File: src/rtl/sample_stretcher_if.sv
// ---------------------------------------------------------------------------
// sample_stretcher_if
// Stream bundle for the sample stretcher. It carries an input sample stream
// (sti_*) and an output replay stream (sto_*).
//   sti_tvalid / sti_tdata / sti_tready : decimated samples into the stretcher
//   sto_tvalid / sto_tdata / sto_tlast / sto_tready : full-rate replayed stream
// The slave modport is the stretcher. The master modport is the source and
// sink around it, such as the pattern generator and the replay consumer.
// ---------------------------------------------------------------------------
interface sample_stretcher_if #(
    parameter int DW = 32
);
    logic          sti_tready;
    logic          sti_tvalid;
    logic [DW-1:0] sti_tdata;
    logic          sto_tready;
    logic          sto_tvalid;
    logic [DW-1:0] sto_tdata;
    logic          sto_tlast;

    modport master (
        input  sti_tready,
        output sti_tvalid,
        output sti_tdata,
        output sto_tready,
        input  sto_tvalid,
        input  sto_tdata,
        input  sto_tlast
    );

    modport slave (
        output sti_tready,
        input  sti_tvalid,
        input  sti_tdata,
        input  sto_tready,
        output sto_tvalid,
        output sto_tdata,
        output sto_tlast
    );
endinterface

File: src/rtl/sample_stretcher.sv
// ---------------------------------------------------------------------------
// sample_stretcher
// Replays each input sample (divider+1) times on the output stream. This
// turns decimated sample memory back into a full-rate stream.
// Ports:
//   clk        rising-edge clock
//   rst_n      asynchronous active-low reset
//   wrDivider  one-cycle strobe: divider <= cmd_data[CW-1:0]
//   cmd_data   configuration data (bits above CW-1 are ignored)
//   st         stream bundle (slave side): sti_* in, sto_* out
//   busy       holding register occupied (same as sto_tvalid)
// A single holding register (data_q/full_q) feeds the output. cnt_q counts
// the extra repetitions still owed. The last repetition can hand over to the
// next input sample in the same cycle, so a ready sink sees no bubbles.
// ---------------------------------------------------------------------------
module sample_stretcher #(
    parameter int DW = 32,
    parameter int CW = 24
) (
    input  logic                clk,
    input  logic                rst_n,
    input  logic                wrDivider,
    input  logic [31:0]         cmd_data,
    sample_stretcher_if.slave   st,
    output logic                busy
);

    logic [CW-1:0] divider_q, divider_d;
    logic [CW-1:0] cnt_q,     cnt_d;
    logic [DW-1:0] data_q,    data_d;
    logic          full_q,    full_d;

    logic last;
    logic sti_ready;
    logic in_xfer;
    logic out_xfer;

    // The divider field only occupies the low CW bits of the command word.
    if (CW < 32) begin : g_cmd_hi
        logic unused_cmd_hi;
        assign unused_cmd_hi = ^cmd_data[31:CW];
    end

    assign last      = (cnt_q == '0);
    // Input may enter when empty, or when the held sample leaves this cycle.
    // This path depends on sto_tready only, never on sti_tvalid.
    assign sti_ready = ~full_q | (st.sto_tready & last);
    assign in_xfer   = st.sti_tvalid & sti_ready;
    assign out_xfer  = full_q & st.sto_tready;

    assign st.sti_tready = sti_ready;
    assign st.sto_tvalid = full_q;
    assign st.sto_tdata  = data_q;
    assign st.sto_tlast  = full_q & last;
    assign busy          = full_q;

    always_comb begin
        // NOTE: every signal gets a default first so no path leaves it unassigned (no latch).
        divider_d = divider_q;
        cnt_d     = cnt_q;
        data_d    = data_q;
        full_d    = full_q;

        if (wrDivider) begin
            divider_d = cmd_data[CW-1:0];
        end

        // The accepted sample latches divider_q, which is the value before
        // any write on the same edge. A held count is never reloaded from a
        // new divider.
        if (in_xfer) begin
            data_d = st.sti_tdata;
            cnt_d  = divider_q;
            full_d = 1'b1;
        end else if (out_xfer && last) begin
            full_d = 1'b0;
        end else if (out_xfer) begin
            // cnt_q is non-zero here, so the counter cannot wrap.
            cnt_d = cnt_q - CW'(1);
        end
    end

    always_ff @(posedge clk or negedge rst_n) begin
        if (!rst_n) begin
            divider_q <= '0;
            cnt_q     <= '0;
            data_q    <= '0;
            full_q    <= 1'b0;
        end else begin
            // NOTE: non-blocking assignments so every flop samples the pre-edge values.
            divider_q <= divider_d;
            cnt_q     <= cnt_d;
            data_q    <= data_d;
            full_q    <= full_d;
        end
    end

endmodule

File: src/flat_wrapper.sv
// flat-port wrapper written by rule: the top's interface ports become plain ports
module sample_stretcher_flat 
#(
    parameter int DW = 32,
    parameter int CW = 24
)
  (clk, rst_n, wrDivider, cmd_data, busy, st_sti_tready, st_sti_tvalid, st_sti_tdata, st_sto_tready, st_sto_tvalid, st_sto_tdata, st_sto_tlast);
  sample_stretcher_if #(.DW(DW)) st_i ();
  input  logic clk;
  input  logic rst_n;
  input  logic wrDivider;
  input  logic [31:0] cmd_data;
  output logic busy;
  output wire logic [$bits(st_i.sti_tready)-1:0] st_sti_tready;
  input wire logic [$bits(st_i.sti_tvalid)-1:0] st_sti_tvalid;
  input wire logic [$bits(st_i.sti_tdata)-1:0] st_sti_tdata;
  input wire logic [$bits(st_i.sto_tready)-1:0] st_sto_tready;
  output wire logic [$bits(st_i.sto_tvalid)-1:0] st_sto_tvalid;
  output wire logic [$bits(st_i.sto_tdata)-1:0] st_sto_tdata;
  output wire logic [$bits(st_i.sto_tlast)-1:0] st_sto_tlast;
  assign st_sti_tready = st_i.sti_tready;
  assign st_i.sti_tvalid = st_sti_tvalid;
  assign st_i.sti_tdata = st_sti_tdata;
  assign st_i.sto_tready = st_sto_tready;
  assign st_sto_tvalid = st_i.sto_tvalid;
  assign st_sto_tdata = st_i.sto_tdata;
  assign st_sto_tlast = st_i.sto_tlast;
  sample_stretcher #(.DW(DW), .CW(CW)) u_core (.clk(clk), .rst_n(rst_n), .wrDivider(wrDivider), .cmd_data(cmd_data), .st(st_i), .busy(busy));
endmodule
File: config.mk
export PLATFORM = sky130hd
export DESIGN_NAME = sample_stretcher_flat
export DESIGN_NICKNAME = d
export VERILOG_FILES = /design/src/rtl/sample_stretcher_if.sv /design/src/rtl/sample_stretcher.sv /design/src/flat_wrapper.sv
export SDC_FILE = /design/constraint.sdc
export NUM_CORES = 1
export LEC_CHECK = 0
export BUFFER_PORTS_ARGS = -buffer_cell sky130_fd_sc_hd__buf_2
export CAP_MARGIN = 25
export CORE_MARGIN = 10
export CORE_UTILIZATION = 47
export DETAILED_ROUTE_END_ITERATION = 16
export GPL_TIMING_DRIVEN = 0
export PLACE_DENSITY = 0.76
export SLEW_MARGIN = 20
export SYNTH_ARGS = -nofsm -noshare
export SYNTH_HDL_FRONTEND = slang
export SYNTH_SLANG_ARGS = --single-unit
File: constraint.sdc
create_clock -name clk -period 2.15 [get_ports clk]
set_input_delay 0.43 -clock clk [delete_from_list [all_inputs] [get_ports clk]]
set_output_delay 0.43 -clock clk [all_outputs]
set_load 0.05 [all_outputs]
==> results of run 1 <==
-- layout by cell type (no fill, tap or decap), types with 7 or more instances in the layout --
cell type,n
a21oi_1,7
buf_2,92
buf_4,29
clkbuf_8,11
dfrtp_1,78
mux2_2,23
nand2_1,114
nand3_1,8
nor2_1,7
nor3_1,9
o21ai_0,8
-- worst max-delay path, cell delays in order (launching register included) --
cell and delay [ns]:
dfrtp_1 0.41, inv_2 0.09, ha_4 0.12, nor4b_4 0.17, and4b_2 0.35, a41o_4 0.27, buf_8 0.15
-- power by group through the flow --
stage / clock [uW] / combinational (uW) / sequential [uW]
detailed placement: 0 / 875 / 1990
CTS: 1170 / 1000 / 1990
global placement: 0 / 839 / 1980
floorplan: 0 / 461 / 2120
finish: 1150 / 1150 / 2030
global route: 1230 / 1230 / 2050
-- per-stage QoR --
step | hold WS [ns] | TNS [ns] | power (uW) | util, % | std cells
4_1_cts | 0.122 | -0.602 | 4160 | 63.4 | 578
5_1_grt | 0.149 | -4.77 | 4510 | 66.6 | 591
3_5_place_dp | 0.456 | -15.74 | 2870 | 57.8 | 553
2_1_floorplan | 0.134 | 0 | 2580 | - | 359
3_3_place_gp | 0.453 | -9.78 | 2820 | 57.5 | 552
6_report | 0.0968 | -0.969 | 4320 | 66.6 | 591
-- flip-flops by register name, summed over array words and instances, names as in the netlist --
signal,count
u_core.divider_q,24
u_core.busy,1
u_core.cnt_q,24
u_core.st.sto_tdata,32
-- per-layer routing --
layer	share of wire [%]	track usage [%]	up-vias
met5	0	0	-
met4	2.1	8.30	0
met3	6.3	3.29	22
met2	52	28.3	139
met1	40	20.7	1581
li1	-	-	1502
-- cell usage after synthesis, drive strengths merged (3+ instances only) --
| library cell | number | share of area (%) |
|---|---|---|
| nand2 | 116 | 12 |
| dfrtp | 81 | 56 |
| mux2 | 23 | 7.1 |
| nor3 | 16 | 2.5 |
| buf | 11 | 1.9 |
| o21ai | 11 | 1.5 |
| nand3 | 9 | 1.2 |
| a21oi | 8 | 1.1 |
| clkbuf | 8 | 0.83 |
| nor2 | 8 | 0.83 |
| a221o | 5 | 1.4 |
| inv | 5 | 0.52 |
| o211ai | 5 | 1.0 |
| or3 | 5 | 0.86 |
| nor4 | 4 | 1.3 |
| o311ai | 4 | 0.96 |
| a22oi | 3 | 0.62 |
| a31o | 3 | 0.72 |
| and2 | 3 | 0.52 |
| o22ai | 3 | 0.52 |
| xnor2 | 3 | 0.72 |
-- repair_timing --
item / CTS / global route
setup buffers: 11 / 12
cloned: 0 / 1
pin swaps: 6 / 9
resized for setup: 37 / 36
endpoints found under the setup margin: 58 / 57
-- final timing paths --
path | startpoint | to | slack, ns | depth (start not counted)
min reg2reg | u_core.st.sto_tdata[12] | u_core.st.sto_tdata[12] | 0.47 | 2
max in group asynchronous | rst_n | u_core.st.sto_tdata[28] | 1.46 | 2
min | rst_n | u_core.divider_q[21] | 0.1 | 1
min in group clk | st_sti_tdata[9] | u_core.st.sto_tdata[9] | 0.26 | 3
max | u_core.cnt_q[0] | st_sti_tready | -0.21 | 6
max reg2reg | u_core.cnt_q[0] | u_core.cnt_q[15] | -0.10 | 10
-- area by class of cell --
cell class / count / share of cell area (%)
Sequential cell: 81 / 41.4
Multi-Input combinational cell: 254 / 34.3
Timing Repair Buffer: 119 / 14.4
Clock buffer: 11 / 2.88
Buffer: 17 / 2.83
Tap cell: 99 / 2.52
Clock inverter: 5 / 1.30
Inverter: 5 / 0.382
-- cell families (layout without fill, tap and decap cells) --
logic type / count (synthesis) / after routing / share of synthesized area (%)
mux: 24 / 24 / 7.41
buf+inv: 24 / 157 / 3.24
xor+xnor: 5 / 5 / 1.21
flops: 81 / 81 / 55.8
simple gates: 171 / 171 / 21.4
fa+ha+maj: 2 / 2 / 0.689
compound gates: 52 / 52 / 10.3
==> flow_summary.ini, run 1 <==
[sta]
post-route-min-period_ns = 2.36
fin_skew_ns = 0.0100
layout_setup_ws_ns = -0.214
setup_viol = 14
worstMarginPinSlew_ns = 0.671
max-slew-margin-rel_pct = 55.3
period_share_pct = 110
maxSlewViolCount = 0
max_freq_ghz = 0.423
rsz0062_at_grt = true
final-hold-violation-count = 0

[logic_synthesis]
synthFlopType = dfrtp_1
synth_cell_types = 48
synth_edf_count = 0
yosys_register_bits = 81
synth_area_um2 = 3630
synth_warnings = 0
syn_inst = 359
synth_nets = 430
async_reset_ff_share_pct = 100
ys_seq_area_share_pct = 55.8
synth_area_per_cell_um2 = 10.1

[run_status]
outcome = finished, violations left
violations = negative setup slack

[finish]
fill_cells = 572
drive_above_1_share_pct = 42.1
multi_input_area_um2 = 1680
syn2layout_area_growth_pct = 35.1
postLayoutCellArea_um2 = 4910
seq_area_um2 = 2030
nets = 558
antenna_cells = 0

[grt]
track_usage_pct = 17.1
grt_overflow = 0
grt_pass1_wl_um = 16000
grt_pass1_vias = 3235
grt_max_degree = 52
antenna_found_initial = 0

[routing]
wl_per_cell_um = 17.6
drtIter0Drc = 219
first_pass_iters = 5
drcViolationCount = 0
routed_wl_um = 10400
dr_total_vias = 3244
ant_nets = 0
vias_per_cell = 5.49

[worst_hold_path]
hold_path_class = in -> async

[worst_setup_path]
crit_arrival_ns = 1.93
crit_path_end_kind = output pin
cp-start-kind = flop
crit_type = reg -> out
cp.required_ns = 1.72
critPathMaxFanout = 4

[flow_run]
drv_cap = 0

[floorplan]
chipWidth_um = 108
die_area_um2 = 11600
start_util_pct = 49.3
die_h_um = 108
top_level_ports = 105
core-area_um2 = 7370
row_count = 31

[place]
preCtsSetupSlack_ns = -0.441
place_congestion = 0.821
place_area_um2 = 4260
hpwl_um = 6940
io_buffers = 94

[pwr]
p_switching_uw = 1490
ir_worst_vdd_mv = 0.462
pwr-share-clk_pct = 26.5
p_leak_uw = 0.00246
sw_frac_of_total_pct = 34.5
pwr-share-seq_pct = 46.9
comb_power_share_pct = 26.5
cell_internal_pwr_uw = 2830
cellPowerDensity_nw_per_um2 = 880

[cts]
clkLatencyLatePin_ns = 0.36
clock-sinks = 81
hold_buffers = 0
htree_levels = 3
cts.path.max_buffers = 2
cts_tree = yes
cts-root-buf = clkbuf_8
cts_buffers = 9
clkTransAtPathRegs_ns = 0.08
(Power assumes the default switching activity.)
==> inputs of run 2 (changes only) <==
--- a/config.mk
+++ b/config.mk
@@ -12,7 +12,7 @@
 export DETAILED_ROUTE_END_ITERATION = 16
 export GPL_TIMING_DRIVEN = 0
 export PLACE_DENSITY = 0.76
-export SLEW_MARGIN = 20
+export SLEW_MARGIN = 15
 export SYNTH_ARGS = -nofsm -noshare
 export SYNTH_HDL_FRONTEND = slang
 export SYNTH_SLANG_ARGS = --single-unit
==> constraint.sdc (replaced) <==
create_clock -name clk -period 2.15 [get_ports clk]
set_input_delay 0 -clock clk [delete_from_list [all_inputs] [get_ports clk]]
set_output_delay 0 -clock clk [all_outputs]
set_load 0.05 [all_outputs]
==> run 2 against run 1 <==
The run still ends with negative setup slack left. Sequential share of layout area down 4.6 points. Critical path depth up 4. Die area unchanged. Global-route usage up 1.6 points. Register-to-register slack about the same. Fmax up 5.7%. Final cell count up 10%. Flip-flop and latch count unchanged. Sequential power about the same. Highest routed layer unchanged.
==> flow_summary.ini, run 2 (synthesized netlist as in run 1, its figures left out) <==
[run_status]
outcome = finished, violations left
violations = negative setup slack

[sta]
max-slew-margin-rel_pct = 53.9
maxSlewViolCount = 0
rsz0062_at_grt = true
post-route-min-period_ns = 2.24
worstMarginPinSlew_ns = 0.686
max_freq_ghz = 0.447
setup_viol = 38
final-hold-violation-count = 0
fin_skew_ns = 0.0126
period_share_pct = 104
layout_setup_ws_ns = -0.0869
fin_tns_setup_ns = -1.25

[worst_setup_path]
critPathMaxFanout = 5
worst_r2r_path_depth = 10
r2r-start = u_core.cnt_q[1]
crit_type = reg -> reg
crit-reg2reg-capture = u_core.cnt_q[6]
cp_top_family = simple AND/OR/NAND/NOR gates
crit_arrival_ns = 2.51
crit_path_end_kind = flop
cp-start-kind = flop
cpPeakStageDelay_ns = 0.42
crit_slowest_cell = dfrtp_1
r2r_setup_slack_ns = -0.09
crit_chain = inv_2 > ha_4 > nor4b_4 > and4b_2 > buf_6 > a31o_4 > buf_4 > nor3_4 > nor3_1 > a211oi_1
cp.required_ns = 2.42
worst-path-buf-inv = 3

[grt]
antenna_found_initial = 1
grt_pass1_wl_um = 17400
grt_max_degree = 64
grt_pass1_vias = 3599
track_usage_pct = 18.6
grt_overflow = 0

[cts]
cts.path.max_buffers = 2
clkLatencyLatePin_ns = 0.37
clock-sinks = 81
htree_levels = 3
clkTransAtPathRegs_ns = 0.08
cts_tree = yes
cts-root-buf = clkbuf_8
cts_buffers = 9

[finish]
drive_above_1_share_pct = 37.9
layout_common_cells = nand2_1, buf_2, dfrtp_1
largest_register_ffs = 32
final_common_cell = nand2_1
syn2layout_area_growth_pct = 52.3
nets = 617

[flow_run]
drv_cap = 0

[pwr]
p_leak_uw = 0.00273
cellPowerDensity_nw_per_um2 = 836
p_total_uw = 4620
ir_worst_vdd_mv = 0.443

[floorplan]
chipWidth_um = 108
top_level_ports = 105
row_count = 31
core-area_um2 = 7370
die_h_um = 108
start_util_pct = 49.3
die_area_um2 = 11600

[place]
preCtsSetupSlack_ns = -0.376
hpwl_um = 6970
place_congestion = 0.865
io_buffers = 94

[routing]
routed_wl_um = 12400
vias_per_cell = 5.63
wl_per_cell_um = 19.0
ant_nets = 0
first_pass_iters = 5
drcViolationCount = 0
dr_total_vias = 3668
drtIter0Drc = 280

[worst_hold_path]
hold_path_class = in -> async
-- run 2: report_power, final --
group	leakage, uW	internal, uW	switching, uW	total, uW
clock	0.000111	661	591	1250
sequential	0.00104	1740	292	2040
combinational	0.00158	608	726	1330
-- run 2: metal layers --
| layer | global-route usage, % | up-vias | share of wire [%] |
|---|---|---|---|
| li1 | - | 1618 | - |
| met1 | 20.9 | 1774 | 36 |
| met2 | 32.0 | 210 | 50 |
| met3 | 3.41 | 66 | 7.9 |
| met4 | 11.6 | 0 | 6.0 |
| met5 | 0 | - | 0 |
-- run 2: worst register-to-register path: cells and delay by family (launching register included) --
family          cells  cell delay [ns]
fa+ha+maj           1             0.15
buf+inv             3             0.39
compound gates      2             0.45
simple gates        4             0.74
flops               1             0.42
-- run 2: how the worst max path moves through the flow --
stage | start | end | slack, ns | cells past startpoint
4_1_cts | u_core.cnt_q[0] | u_core.cnt_q[19] | -0.03 | 9
6_report | u_core.cnt_q[1] | u_core.cnt_q[6] | -0.09 | 10
2_1_floorplan | u_core.cnt_q[0] | u_core.cnt_q[15] | 0.01 | 9
3_5_place_dp | u_core.cnt_q[0] | u_core.cnt_q[23] | -0.38 | 9
3_3_place_gp | u_core.cnt_q[0] | u_core.cnt_q[5] | -0.34 | 9
5_1_grt | u_core.cnt_q[1] | u_core.cnt_q[6] | -0.22 | 10
-- run 2: layout make-up --
cell class                 count  area [um^2]
antenna                        1         2.50
buffer                        17          144
clock inverter                 6         91.3
clock buffer                  10          128
tap                           99          124
sequential                    81         2030
multi-input combinational    255         1690
fill                         462         1840
timing repair buffer         177         1290
inverter                       5         18.8
-- run 2: timing repair --
| action | CTS | global route |
|---|---|---|
| gates resized for setup | 24 | 60 |
| endpoints found under the setup margin | 58 | 57 |
| pin swaps | 5 | 15 |
| cloned | 0 | 2 |
| buffers inserted | 9 | 14 |
| hold buffers | 58 | 0 |
| endpoints found under the hold margin | 138 | 0 |
-- run 2: metrics by stage --
step | util (%) | area, um^2 | hold WS [ns] | cells
6_report | 75.0 | 5530 | 0.0549 | 651
5_1_grt | 75.0 | 5530 | 0.0946 | 651
4_1_cts | 70.6 | 5210 | 0.0500 | 634
3_5_place_dp | 57.9 | 4270 | -0.0924 | 553
3_3_place_gp | 57.5 | 4240 | 0.188 | 552
2_1_floorplan | - | 3640 | -0.296 | 359
